===== config.mk =====
export PLATFORM = sky130hd
export DESIGN_NAME = dcache
export DESIGN_NICKNAME = d
export VERILOG_FILES = /design/src/rtl/dcache.sv
export SDC_FILE = /design/constraint.sdc
export NUM_CORES = 1
export LEC_CHECK = 0
export ABC_AREA = 1
export CAP_MARGIN = 5
export CORE_UTILIZATION = 50
export CTS_CLUSTER_DIAMETER = 60
export DETAILED_ROUTE_END_ITERATION = 7
export HOLD_SLACK_MARGIN = 0.06
export PLACE_DENSITY = 0.74
export SLEW_MARGIN = 25
export SYNTH_ARGS = -nofsm -noshare
export SYNTH_HDL_FRONTEND = slang
export SYNTH_SLANG_ARGS = --single-unit

===== constraint.sdc =====
create_clock -name clk -period 4.1 [get_ports clk]
set_input_delay 0.82 -clock clk [delete_from_list [all_inputs] [get_ports clk]]
set_output_delay 0.82 -clock clk [all_outputs]
set_load 0.005 [all_outputs]

===== src/rtl/dcache.sv =====
// dcache: direct-mapped write-through no-write-allocate data cache (M-stage load/store in, ReadData/dhit out, line-refill/word-write memory handshake)
module dcache #(
  parameter int NLINES = 4
) (
  input  logic         clk,
  input  logic         reset,
  input  logic         LoadM,
  input  logic         MemWriteM,
  input  logic         ByteM,
  input  logic [31:0]  ALUOutM,
  input  logic [31:0]  WriteDataM,
  output logic [31:0]  ReadData,
  output logic         dhit,
  output logic         mem_req,
  output logic         mem_we,
  output logic [31:0]  mem_addr,
  output logic [31:0]  mem_wdata,
  output logic [3:0]   mem_wstrb,
  input  logic [127:0] mem_rdata,
  input  logic         mem_ready
);
  localparam int IW = $clog2(NLINES);
  localparam int TW = 28 - IW;
  typedef enum logic [1:0] {IDLE, REFILL, WRITE, DONE} state_t;
  state_t state_q, state_d;
  logic [NLINES-1:0] valid_q, valid_d;
  logic [TW-1:0] tag_q [NLINES];
  logic [TW-1:0] tag_d [NLINES];
  logic [31:0] data_q [NLINES][4];
  logic [31:0] data_d [NLINES][4];
  logic mem_req_q, mem_req_d, mem_we_q, mem_we_d;
  logic [31:0] mem_addr_q, mem_addr_d, mem_wdata_q, mem_wdata_d;
  logic [3:0] mem_wstrb_q, mem_wstrb_d;
  logic [IW-1:0] idx;
  logic [TW-1:0] tag;
  logic [1:0] wsel;
  logic load, store, hit;
  logic [31:0] st_data;
  logic [3:0] st_strb;
  assign idx = ALUOutM[IW+3:4];
  assign tag = ALUOutM[31:IW+4];
  assign wsel = ALUOutM[3:2];
  assign store = MemWriteM;
  assign load = LoadM && !MemWriteM;
  assign hit = valid_q[idx] && tag_q[idx] == tag;
  assign st_strb = ByteM ? 4'b1000 >> ALUOutM[1:0] : 4'hF;
  assign st_data = ByteM ? 32'({24'b0, WriteDataM[7:0]} << {~ALUOutM[1:0], 3'b0}) : WriteDataM;
  assign dhit = (state_q == IDLE) ? !(store || (load && !hit)) : (state_q == DONE);
  assign ReadData = (state_q == IDLE && load && hit) ? data_q[idx][wsel] : '0;
  assign mem_req = mem_req_q;
  assign mem_we = mem_we_q;
  assign mem_addr = mem_addr_q;
  assign mem_wdata = mem_wdata_q;
  assign mem_wstrb = mem_wstrb_q;
  always_comb begin
    state_d = state_q;
    valid_d = valid_q;
    tag_d = tag_q;
    data_d = data_q;
    mem_req_d = mem_req_q;
    mem_we_d = mem_we_q;
    mem_addr_d = mem_addr_q;
    mem_wdata_d = mem_wdata_q;
    mem_wstrb_d = mem_wstrb_q;
    case (state_q)
      IDLE: begin
        if (store) begin
          state_d = WRITE;
          mem_req_d = 1'b1;
          mem_we_d = 1'b1;
          mem_addr_d = {ALUOutM[31:2], 2'b0};
          mem_wdata_d = st_data;
          mem_wstrb_d = st_strb;
        end else if (load && !hit) begin
          state_d = REFILL;
          mem_req_d = 1'b1;
          mem_we_d = 1'b0;
          mem_addr_d = {ALUOutM[31:4], 4'b0};
        end
      end
      REFILL, WRITE: begin
        if (mem_ready) begin
          if (state_q == REFILL) begin
            valid_d[idx] = 1'b1;
            tag_d[idx] = tag;
            for (int w = 0; w < 4; w++) data_d[idx][w] = mem_rdata[127-32*w -: 32];
          end else if (hit) begin
            for (int b = 0; b < 4; b++) if (st_strb[b]) data_d[idx][wsel][8*b +: 8] = st_data[8*b +: 8];
          end
          state_d = (state_q == REFILL) ? IDLE : DONE;
          mem_req_d = 1'b0;
          mem_we_d = 1'b0;
          mem_addr_d = '0;
          mem_wdata_d = '0;
          mem_wstrb_d = '0;
        end
      end
      default: state_d = IDLE;
    endcase
  end
  always_ff @(posedge clk) begin
    if (reset) begin
      state_q <= IDLE;
      valid_q <= '0;
      mem_req_q <= 1'b0;
      mem_we_q <= 1'b0;
      mem_addr_q <= '0;
      mem_wdata_q <= '0;
      mem_wstrb_q <= '0;
    end else begin
      state_q <= state_d;
      valid_q <= valid_d;
      tag_q <= tag_d;
      data_q <= data_d;
      mem_req_q <= mem_req_d;
      mem_we_q <= mem_we_d;
      mem_addr_q <= mem_addr_d;
      mem_wdata_q <= mem_wdata_d;
      mem_wstrb_q <= mem_wstrb_d;
    end
  end
endmodule


==> impl_metrics.toml, run 1 <==
[clocking]
clk_pin_slew_ns = 0.06
clk_path_buf_depth = 3
worstSkewPairLatency_ns = 0.64
h-tree-depth = 3
cts.sinks = 690
numCtsBuffers = 76
root_buffer = "clkbuf_16"
cts_tree = "yes"
ctsHoldBuffers = 0

[logic_synthesis]
netlist_area_um2 = 31400
synth_cell_types = 31
synth_seq_area_share_pct = 63.6
syn-instance-count = 3012
synth_area_leaders = "edfxtp_1 (59%), o22ai_1 (15%), nand2_1 (5.9%)"
synth_top_area_share_pct = 58.9
synth_warnings = 0
synth_seq_cells = 690
yosys.area.top_type = "edfxtp_1"
syn_avg_cell_area_um2 = 10.4

[power]
max-vdd-ir-drop_uv = 329
total_power_mw = 18.7
p_per_area_nw_per_um2 = 465
p_leak_nw = 15.0

[worst_setup_path]
critPathBufInv = 3
crit_slowest_cell = "clkdlybuf4s50_1"
crit_type = "in2out"
path_delay_family = "buffers and inverters"
path_max_fanout = 8
path_cells = "clkdlybuf4s50_1, nand3b_1, nand2_1, nand3_2, nor4_2, nand4_1, buf_12, nor2_2, clkdlybuf4s50_1"
critPathLaunch = "ALUOutM[10]"
end_kind = "output pin"
crit_top_cell = "clkdlybuf4s50_1"
arrival_ns = 3.20
critPathMaxStageDelay_ns = 0.54
cp.required_ns = 3.28
crit_path_start_kind = "primary input"
r2r_start = "state_q[1]"

[floorplan]
fp.coreArea_um2 = 61800
start_util_pct = 50.8
die_h_um = 253
dieWidth_um = 253
die-area_um2 = 63800
rows = 91
pin_count = 301

[sta]
hold_viol = 0
setup_viol = 0
period_needed_ns = 4.02
hold_slack_ns = 0.460
relSlewSlack_pct = 29.4
tightest_slew_ns = 1.06
fin_skew_ns = 0.0293
post-route-period-util_pct = 98.0
rsz0062_at_grt = "true"
fmax_mhz = 249
finalMaxSlewViolations = 0

[detailed_routing]
final_antenna_net_count = 0
vias = 28900
totalWireLength_um = 117000
drtPass1Iterations = 6
drt_iter0_markers = 4515
drc = 0
viasPerCell = 6.59
detail_route.wl_per_cell_um = 26.8

[finish]
nets = 3692
area_growth_pct = 27.7
instances_no_fill = 4388
antenna_cells = 0
drive_gt1_share_pct = 14.9

[run_status]
outcome = "completed"

[placed_design]
placed_cells = 4229
portBuffers = 298
gp_congestion = 1.01
hpwl_um = 77100

[global_route]
grt_pass1_vias = 27600
track_usage_pct = 35.8
globalRouteOverflowTotal = 0
grt_max_degree = 65
antenna_found_initial = 3
grt_pass1_wl_um = 169000

[hold_path]
hold_path_class = "reg2reg"
min_from = "mem_wstrb[0]"

[flow_run]
max_cap_viol_count = 0
-- final timing paths --
path                            slack [ns]           end  cells past startpoint
worst max-delay path                  0.08  ReadData[15]                      9
worst min-delay path                  0.46  mem_wstrb[0]                      2
worst max register to register        0.66   data_q[102]                      7
worst min register to register        0.46  mem_wstrb[0]                      2
-- registers in the layout, indices dropped and copies added (netlist names) --
name and flops:
mem_req 1, tag_q 104, mem_wdata 32, mem_wstrb 4
valid_q 4, mem_addr 30, mem_we 1, state_q 2
data_q 512
-- report_power, final --
part	switching (mW)	total [mW]	internal [mW]	leakage [nW]
clock network	2.85	6.60	3.76	1.15
registers	0.145	8.12	7.97	6.30
logic	2.40	3.94	1.54	7.52
-- Yosys cell counts --
master / number
nand3_1: 67
buf_2: 16
nand3b_1: 6
o31ai_1: 1
clkbuf_1: 185
o21ai_2: 10
nor4_1: 3
conb_1: 1
nor2_1: 210
a21o_1: 1
buf_6: 6
nand2_1: 493
nand4_1: 40
o22ai_1: 760
a22oi_1: 8
buf_1: 15
o21ai_0: 131
nor2_2: 1
or2_2: 17
edfxtp_1: 616
ha_1: 4
nor3_1: 1
a21oi_2: 10
o21ai_1: 1
inv_2: 2
a21oi_1: 99
buf_4: 4
inv_1: 225
clkinv_1: 4
inv_4: 1
dfxtp_1: 74
-- worst register-to-register path, delay by kind of cell, from the launching register on --
kind            cells  cell delay [ns]
buf+inv             4             1.50
simple gates        1             0.84
compound gates      1             0.36
flops               1             0.35
fa+ha+maj           1             0.22
-- cells by family (layout without fill, tap and decap cells) --
logic type,Yosys count,in the layout,share of synthesized area (%)
fa+ha+maj,4,4,0.159
other cells,1,2,0.0119
compound gates,1021,1021,19.6
simple gates,838,838,10.8
buf+inv,458,996,5.74
flops,690,690,63.6
-- metal layers --
layer | up-vias | share of wire (%) | GRT usage (%)
met4 | 6 | 8.1 | 24.5
met1 | 13600 | 32 | 43.2
met5 | - | 0.035 | 0
met3 | 520 | 13 | 8.83
met2 | 2456 | 46 | 56.7
li1 | 12300 | - | -
-- stage by stage --
step | setup WS [ns] | utilization [%] | cell area (µm²) | setup TNS [ns]
finish | 0.0831 | 64.9 | 40100 | 0
global route | -0.0247 | 64.9 | 40100 | -0.0411
CTS | -0.139 | 64.5 | 39900 | -0.276
detailed placement | -0.260 | 60.3 | 37300 | -8.41
global placement | -0.249 | 60.3 | 37300 | -7.48
floorplan | 0.668 | - | 31400 | 0
-- final cells by class --
class                           instances  area (µm²)
Timing Repair Buffer                  625        5990
Clock inverter                         39         299
Fill cell                            4759       21700
Clock buffer                          100        2070
Sequential cell                       690       20000
Inverter                              232         911
Multi-Input combinational cell       1865        9810
Tap cell                              837        1050
-- placed cells by master (no fill, tap or decap), types with 22 or more instances in the layout --
| master | instances |
|---|---|
| clkbuf_16 | 80 |
| edfxtp_1 | 616 |
| buf_4 | 271 |
| nand2_1 | 485 |
| nand4_1 | 40 |
| clkdlybuf4s50_1 | 266 |
| buf_12 | 34 |
| inv_1 | 217 |
| nand3_1 | 63 |
| o21ai_1 | 22 |
| a21oi_1 | 94 |
| o21ai_0 | 108 |
| dlygate4sd2_1 | 24 |
| dfxtp_1 | 74 |
| o22ai_1 | 760 |
| nor2_1 | 188 |
-- what timing repair did --
action | CTS | global route
pin swaps | 3 | 18
setup buffers | 7 | 9
resized for setup | 74 | 69
endpoints found under the setup margin | 33 | 33
cloned | 4 | 1
No activity file was read; power rests on OpenSTA's default activity.
==> run 2: changes to the inputs <==
--- a/config.mk
+++ b/config.mk
@@ -7,6 +7,7 @@
 export LEC_CHECK = 0
 export ABC_AREA = 1
 export CAP_MARGIN = 5
+export CORE_MARGIN = 3
 export CORE_UTILIZATION = 50
 export CTS_CLUSTER_DIAMETER = 60
 export DETAILED_ROUTE_END_ITERATION = 7
==> run 2 against run 1 <==
Compared with the run above: sequential power about the same; critical path depth up 5; first-iteration DRC count up 4.3%; sequential cell count unchanged; final cell count up 0.25%; via count about the same.
==> impl_metrics.toml, run 2 (same netlist as run 1, synthesis figures left out) <==
[worst_setup_path]
critPathLaunch = "ALUOutM[12]"
crit_type = "in2out"
path_delay_family = "buffers and inverters"
cp.required_ns = 3.28
path_max_fanout = 7
r2r_start = "tag_q[6]"
end_kind = "output pin"
crit_slowest_cell = "clkdlybuf4s50_1"
path_cells = "clkdlybuf4s50_1, inv_1, nand3_1, nand2_1, nand3_1, nor3_2, nand2_1, nor2_1, nand4_1, buf_6, buf_4, buf_6, nor2_2, clkdlybuf4s15_2"
critPathBufInv = 6
crit_path_start_kind = "primary input"
r2r_slack_ns = 0.89
arrival_ns = 3.14
critPathMaxStageDelay_ns = 0.53

[floorplan]
start_util_pct = 50.7
die-area_um2 = 65800
die_h_um = 257
pin_count = 301
rows = 91
dieWidth_um = 257
fp.coreArea_um2 = 61900

[sta]
period_needed_ns = 3.96
tightest_slew_ns = 0.928
fmax_mhz = 252
post-route-period-util_pct = 96.6
hold_slack_ns = 0.461
rsz0062_at_grt = "false"
setup_viol = 0
finalMaxSlewViolations = 0
hold_viol = 0
relSlewSlack_pct = 38.0
tns_ns = 0
fin_skew_ns = 0.0384

[finish]
register_area_um2 = 20000
final_common_cell = "o22ai_1"
multi_input_comb_area_um2 = 9730
nFillCells = 4761
area_growth_pct = 28.0
fin_util_pct = 64.9
final_cell_mix = "o22ai_1 (760), edfxtp_1 (616), nand2_1 (489)"
regMostFlops = "data_q"
largest_register_ffs = 512
drive_gt1_share_pct = 14.8
nets = 3700

[power]
p_per_area_nw_per_um2 = 476
p_leak_nw = 15.0
max-vdd-ir-drop_uv = 376

[detailed_routing]
drtPass1Iterations = 6
detail_route.wl_per_cell_um = 26.9
drc = 0
totalWireLength_um = 118000
viasPerCell = 6.57
vias = 28900
drt_iter0_markers = 4707
final_antenna_net_count = 0

[global_route]
use_met2_pct = 55.9
globalRouteOverflowTotal = 0
grt_pass1_wl_um = 172000
grt_use_met3_pct = 7.28
grt_max_degree = 90
antenna_found_initial = 2
track_usage_pct = 34.6
met1_usage_pct = 42.5
grt_pass1_vias = 28300
grt-busiest-layer = "met2"

[clocking]
cts_tree = "yes"
clk_path_buf_depth = 3
h-tree-depth = 3
clk_pin_slew_ns = 0.06
cts.sinks = 690
numCtsBuffers = 75
root_buffer = "clkbuf_16"
worstSkewPairLatency_ns = 0.64

[placed_design]
portBuffers = 298
hpwl_um = 78500
gp_congestion = 1.00

[flow_run]
max_cap_viol_count = 0

[hold_path]
hold_path_class = "reg2reg"
min_from = "mem_wstrb[0]"

[run_status]
outcome = "completed"
[run 2: cell types whose count changed in the layout (fill, tap and decap cells not counted), sizes merged, moves of 2 or more]
| cell | change |
|---|---|
| diode | +2 |
| bufinv | +8 |
| buf | +12 |
| clkdlybuf4s15 | +4 |
| clkinv | -5 |
| clkbuf | -9 |
| clkdlybuf4s50 | -3 |
| dlygate4sd2 | +3 |
[run 2: routing by layer]
metal  vias to the layer above  wire length, µm
li1                      12300                -
met1                     13600            39100
met2                      2423            55400
met3                       531            15100
met4                         4             8700
met5                         -               25
[run 2: layout make-up]
class                      instances  area share, %
sequential                       690           49.7
timing repair buffer             634           14.8
clock inverter                    43           1.33
tap                              837           2.61
clock buffer                      96           5.10
multi-input combinational       1865           24.2
inverter                         232           2.23
antenna                            2         0.0124
[run 2: worst paths after layout]
path	end	cells after the start
setup / recovery	ReadData[6]	14
setup reg to reg	data_q[96]	19
hold reg to reg	mem_wstrb[0]	2
hold / removal	mem_wstrb[0]	2
[run 2: per-stage QoR]
step | total power, mW | worst slack, ns | std cells | instance area, µm²
floorplan | 10.3 | 0.668 | 3013 | 31400
global placement | 12.0 | -0.345 | 4252 | 37500
detailed placement | 12.1 | -0.340 | 4252 | 37500
CTS | 19.0 | 0.0668 | 4399 | 40200
global route | 19.7 | 0.0300 | 4397 | 40200
finish | 19.2 | 0.138 | 4399 | 40200
[run 2: timing repair]
action / CTS / global route
setup buffers: 6 / 0
pin swaps: 7 / 3
gates cloned: 2 / 0
hold buffers: 0 / 0
setup endpoints to repair: 33 / 14
resized for setup: 87 / 10
[run 2: power by group]
part,internal (mW),switching (mW),total (mW),leakage [nW]
Clock,4.25,2.86,7.11,1.26
Sequential,7.97,0.153,8.13,6.30
Combinational,1.51,2.41,3.91,7.49
[run 2: worst reg2reg max path, stage by stage, from the launching register on]
cell,delay (ns)
edfxtp_1,0.37
nand2_1,0.08
nand2_1,0.11
nand2_1,0.10
nand3_1,0.07
nand2_1,0.10
buf_4,0.12
nand2_1,0.05
nor2_1,0.09
nand2_1,0.09
nor2_1,0.14
nand2_1,0.12
buf_4,0.15
buf_4,0.12
a21oi_2,0.23
buf_12,0.19
o21ai_0,0.25
buf_4,0.23
nor2_1,0.08
buf_4,0.22
